===== src/rtl/flag_pkg.sv =====
// Shared flag-unit types: ALU control encoding and the pending flag entry.
package flag_pkg;

    localparam logic [1:0] ALU_ADD  = 2'b00;
    localparam logic [1:0] ALU_NAND = 2'b01;
    localparam logic [1:0] ALU_NOP  = 2'b10;

    // One in-flight flag update: which flags it writes and their values.
    typedef struct packed {
        logic valid;
        logic wc;
        logic wz;
        logic c;
        logic z;
    } flag_entry_t;

    // An instruction updates flags only if it is real, not killed, and not suppressed.
    function automatic logic is_exec(input logic valid, input logic kill, input logic [1:0] ctrl);
        return valid & ~kill & (ctrl != ALU_NOP);
    endfunction

endpackage


===== src/rtl/flag_stage_reg.sv =====
// Pipeline register for one pending flag entry; holds on stall, loads a bubble on clear.
module flag_stage_reg
    import flag_pkg::*;
(
    input  logic        clk,
    input  logic        reset,
    input  logic        stall,
    input  logic        clear,
    input  flag_entry_t d,
    output flag_entry_t q
);

    // Stall wins over clear so a held flush cannot act during a freeze.
    always_ff @(posedge clk or posedge reset) begin
        if (reset)
            q <= '0;
        else if (!stall) begin
            if (clear)
                q <= '0;
            else
                q <= d;
        end
    end

endmodule


===== src/rtl/flag_forward_unit.sv =====
// Tracks C/Z updates through MEM/WB, commits them at writeback and forwards
// the youngest pending values to the ALU-control decode.
module flag_forward_unit
    import flag_pkg::*;
(
    input  logic       clk,
    input  logic       reset,
    input  logic       stall,
    input  logic       flush,
    input  logic       ex_valid,
    input  logic [1:0] ex_alu_ctrl,
    input  logic       ex_sets_c,
    input  logic       ex_sets_z,
    input  logic       ex_c,
    input  logic       ex_z,
    input  logic       mem_is_load,
    input  logic       mem_load_z,
    output logic       carry_fwd,
    output logic       zero_fwd,
    output logic       arch_c,
    output logic       arch_z
);

    flag_entry_t ex_entry;
    flag_entry_t m_q;
    flag_entry_t m_eff;
    flag_entry_t w_q;
    logic        exec;
    logic        older_z;

    // Build the entry captured from EX; suppressed or flushed ops become bubbles.
    always_comb begin
        exec           = is_exec(ex_valid, flush, ex_alu_ctrl);
        ex_entry       = '0;
        ex_entry.valid = exec;
        ex_entry.wc    = exec & ex_sets_c;
        ex_entry.wz    = exec & ex_sets_z;
        ex_entry.c     = ex_c;
        ex_entry.z     = ex_z;
    end

    // A load sitting in MEM writes Z from the loaded data.
    always_comb begin
        m_eff = m_q;
        if (m_q.valid && mem_is_load) begin
            m_eff.wz = 1'b1;
            m_eff.z  = mem_load_z;
        end
    end

    flag_stage_reg u_m_stage (
        .clk   (clk),
        .reset (reset),
        .stall (stall),
        .clear (flush),
        .d     (ex_entry),
        .q     (m_q)
    );

    flag_stage_reg u_w_stage (
        .clk   (clk),
        .reset (reset),
        .stall (stall),
        .clear (1'b0),
        .d     (m_eff),
        .q     (w_q)
    );

    // Retire W into the architectural flags on every unstalled edge.
    always_ff @(posedge clk or posedge reset) begin
        if (reset) begin
            arch_c <= 1'b0;
            arch_z <= 1'b0;
        end else if (!stall && w_q.valid) begin
            if (w_q.wc) arch_c <= w_q.c;
            if (w_q.wz) arch_z <= w_q.z;
        end
    end

    // Youngest writer wins; mem_load_z reaches zero_fwd through one final mux.
    always_comb begin
        older_z   = w_q.wz ? w_q.z : arch_z;
        zero_fwd  = m_eff.wz ? m_eff.z : older_z;
        carry_fwd = m_q.wc ? m_q.c : (w_q.wc ? w_q.c : arch_c);
    end

endmodule


===== config.mk =====
export PLATFORM = sky130hd
export DESIGN_NAME = flag_forward_unit
export DESIGN_NICKNAME = d
export VERILOG_FILES = /design/src/rtl/flag_pkg.sv /design/src/rtl/flag_stage_reg.sv /design/src/rtl/flag_forward_unit.sv
export SDC_FILE = /design/constraint.sdc
export NUM_CORES = 1
export LEC_CHECK = 0
export ABC_AREA = 0
export BUFFER_PORTS_ARGS = -buffer_cell sky130_fd_sc_hd__buf_2
export CAP_MARGIN = 20
export CORE_AREA = 2 2 39 41
export CTS_CLUSTER_SIZE = 12
export DETAILED_ROUTE_END_ITERATION = 12
export DIE_AREA = 0 0 41 43
export PLACE_DENSITY = 0.64
export SLEW_MARGIN = 20
export SYNTH_ARGS = -nofsm -noshare
export SYNTH_HDL_FRONTEND = slang
export SYNTH_SLANG_ARGS = --single-unit

===== constraint.sdc =====
create_clock -name clk -period 2.1 [get_ports clk]
set_input_delay 0.105 -clock clk [delete_from_list [all_inputs] [get_ports clk]]
set_output_delay 0.105 -clock clk [all_outputs]
set_load 0.01 [all_outputs]

==> run_results.csv <==
group,metric,value,unit
power,combPwrFrac,16.1,%
floorplan,core,0.00138,mm2
yosys,synthMostInstantiatedCell,"dfrtp_1",
power,swShare,24.6,%
sta,maxSlewHeadroom,70.1,%
sta,finalCritPeriodShare,67.5,%
cts,cts_tree,"done",
sta,rsz0062_at_grt,"false",
cts,root_buffer,"clkbuf_4",
drt,vias,440,
yosys,synth_commonest_cells,"dfrtp_1, nand2_1, o21ai_0",
final_layout,stdcell_count,87,
setup_path,worstPathMaxFanout,3,
yosys,synth_edf_count,0,
sta,setup_tns,0,ns
yosys,syn_area_per_cell,11.0,um2
cts,numCtsBuffers,3,
global_route,grt_pass1_wl,1.72,mm
sta,fmax,706,MHz
floorplan,die_x,41,um
power,pwr-share-clk,33.9,%
setup_path,crit_start,"u_w_stage.q[2]$_DFFE_PP0N_",
final_layout,drive_above_1_share,38.0,%
yosys,synth_ff_type,"dfrtp_1",
drt,via_per_inst,5.06,
setup_path,cp-end-kind,"output port",
power,leakage,0.355,nW
global_route,grt_use_total,15.1,%
place,place_inst,82,
yosys,ys_seq_area_share,52.6,%
yosys,ys_seq_elements,12,
setup_path,timing.rr.end,"u_w_stage.q[0]$_DFFE_PP0N_",
drt,post_drt_wl_per_cell,11.3,um
yosys,yosys.area.top_type,"dfrtp_1",
setup_path,crit_path_end,"zero_fwd",
flow_run,drv_cap,0,
setup_path,required,2.00,ns
drt,drtIter0Drc,7,
floorplan,die_area,0.00176,mm2
drt,dr.pass1.iters,4,
sta,finalSetupViolCount,0,
setup_path,start_kind,"flop",
cts,cts.path.max_buffers,2,
global_route,antenna_found_initial,0,
yosys,synth_cells,52,
setup_path,worst-r2r-setup-slack,1.06,ns
place,globalplace.congestion,0.700,
cts,clock_sinks,12,
drt,finalWirelength,985,um
floorplan,io_pins,17,
floorplan,start_util,41.2,%
place,numPortBuffers,16,
global_route,gr-total-overflow,0,
floorplan,die_h,43,um
drt,ant_nets,0,
power,power_density,770,mW/mm2
sta,hold_violations,0,
setup_path,worstPathArrival,1.31,ns
final_layout,nNetsFinal,85,
power,seqPwrFrac,50.0,%
cts,clk_pin_slew,0.08,ns
sta,drv_slew,0,
power,p_int,0.407,mW
cts,cts_resized,0,
global_route,grt_max_degree,18,
hold_path,min_path_cells,2,
setup_path,r2r_cells,3,
yosys,yosys_warnings,0,
place,place_hpwl,739,um
yosys,synth_top_area_share,52.6,%
global_route,grt_pass1_vias,402,
cts,h-tree-depth,1,
sta,period_minus_slack,1.42,ns
cts,clock_latency,0.27,ns
final_layout,n_antenna_cell,0,
yosys,synth_nets,65,
drt,drc,0,
yosys,synth_area,571,um2
power,irDropWorstVdd,0.326,mV
sta,worst_slew_pin_slew,0.448,ns
power,netSwitchingPower,0.133,mW
hold_path,min_path_type,"in -> reg",
yosys,yosys-top-cells-area,"dfrtp_1, mux2_2, nand2_1, mux2i_1, o21ai_0",
yosys,async_flop_share,100,%
final_layout,synthToLayoutAreaGrowth,22.8,%
yosys,synth_cell_type_count,17,
floorplan,fp-row-count,14,
setup_path,path_class,"reg -> out",
outcome,status,"finished, final reports clean",
setup_path,reg2reg_from,"u_m_stage.q[4]$_DFFE_PP0N_",
sta,clock_skew,0.00319,ns
## stage by stage
stage / util [%] / area, um2 / hold slack, ns / total power, mW / setup WS, ns
final: 50.6 / 701 / 0.0373 / 0.539 / 0.683
after global routing: 50.6 / 701 / 0.0561 / 0.567 / 0.614
after global placement: 47.3 / 654 / 0.133 / 0.357 / 0.995
after CTS: 50.6 / 701 / 0.0349 / 0.543 / 0.673
after floorplan: - / 571 / -0.0303 / 0.329 / 1.08
after detailed placement: 47.3 / 654 / 0.127 / 0.361 / 0.979
## critical path: stages (launching register included)
cell and delay (ns):
dfrtp_1 0.38, mux2_2 0.34, mux2i_1 0.11, o21ai_0 0.08, buf_2 0.14
## flip-flops by register name (all words and copies together) (netlist names)
signal,flops
arch_c,1
arch_z,1
u_m_stage.q,5
u_w_stage.q,5
## repair_timing
| action | 4_1_cts | 5_1_grt |
|---|---|---|
| setup endpoints to repair | 0 | 0 |
| buffers inserted | 0 | 0 |
| hold buffers | 1 | 0 |
| endpoints found under the hold margin | 12 | 0 |
## routing by layer
layer	vias up	share of wire [%]	global-route usage, %
met3	4	4.7	1.57
met2	16	48	20.9
met1	204	44	20.3
met5	-	0	0
met4	0	3.4	12.0
li1	216	-	-
## logic make-up (layout without fill, tap and decap cells)
group	count (synthesis)	count (layout)	share of synthesized area, %
AOI/OAI and AO/OA	8	8	8.12
and+or+nand+nor	19	19	16.7
buffers and inverters	4	23	4.17
DFF	12	12	52.6
muxes	9	9	18.4
## how the worst min path moves through the flow
stage | slack, ns | to | start
after global routing | 0.06 | u_m_stage.q[1]$_DFFE_PP0N_ | flush
after detailed placement | 0.13 | arch_z$_DFFE_PP0P_ | reset
final | 0.04 | u_m_stage.q[0]$_DFFE_PP0N_ | ex_z
after CTS | 0.03 | u_m_stage.q[0]$_DFFE_PP0N_ | ex_z
after floorplan | -0.03 | arch_c$_DFFE_PP0P_ | reset
after global placement | 0.13 | arch_z$_DFFE_PP0P_ | reset
## power by group through the flow
stage	Combinational (mW)	Sequential [mW]	Clock, mW
finish	0.0868	0.270	0.183
CTS	0.0884	0.270	0.184
floorplan	0.0557	0.273	0
global placement	0.0846	0.273	0
detailed placement	0.0866	0.275	0
global route	0.0985	0.274	0.195
## cell usage in the layout, fill, tap and decap left out
cell type / netlist / final
a22o_1: 1 / 1
o31ai_1: 1 / 1
o21ai_0: 6 / 6
nor2b_4: 1 / 1
nand2b_1: 2 / 2
clkbuf_8: 0 / 1
nand2_1: 11 / 11
dlygate4sd3_1: 0 / 1
inv_1: 2 / 2
dfrtp_1: 12 / 12
clkbuf_4: 0 / 3
mux2i_1: 3 / 3
nor2_1: 2 / 2
and2_1: 1 / 1
buf_2: 1 / 16
nand3b_1: 1 / 1
mux2_2: 4 / 4
mux2_4: 2 / 2
nand4_1: 1 / 1
## area by class of cell
class	instances	area, um2
Fill cell	131	683
Sequential cell	12	300
Multi-Input combinational cell	36	246
Timing Repair Buffer	17	90.1
Clock buffer	4	36.3
Tap cell	16	20.0
Inverter	2	7.51
Power figures use the tool's default switching activity.
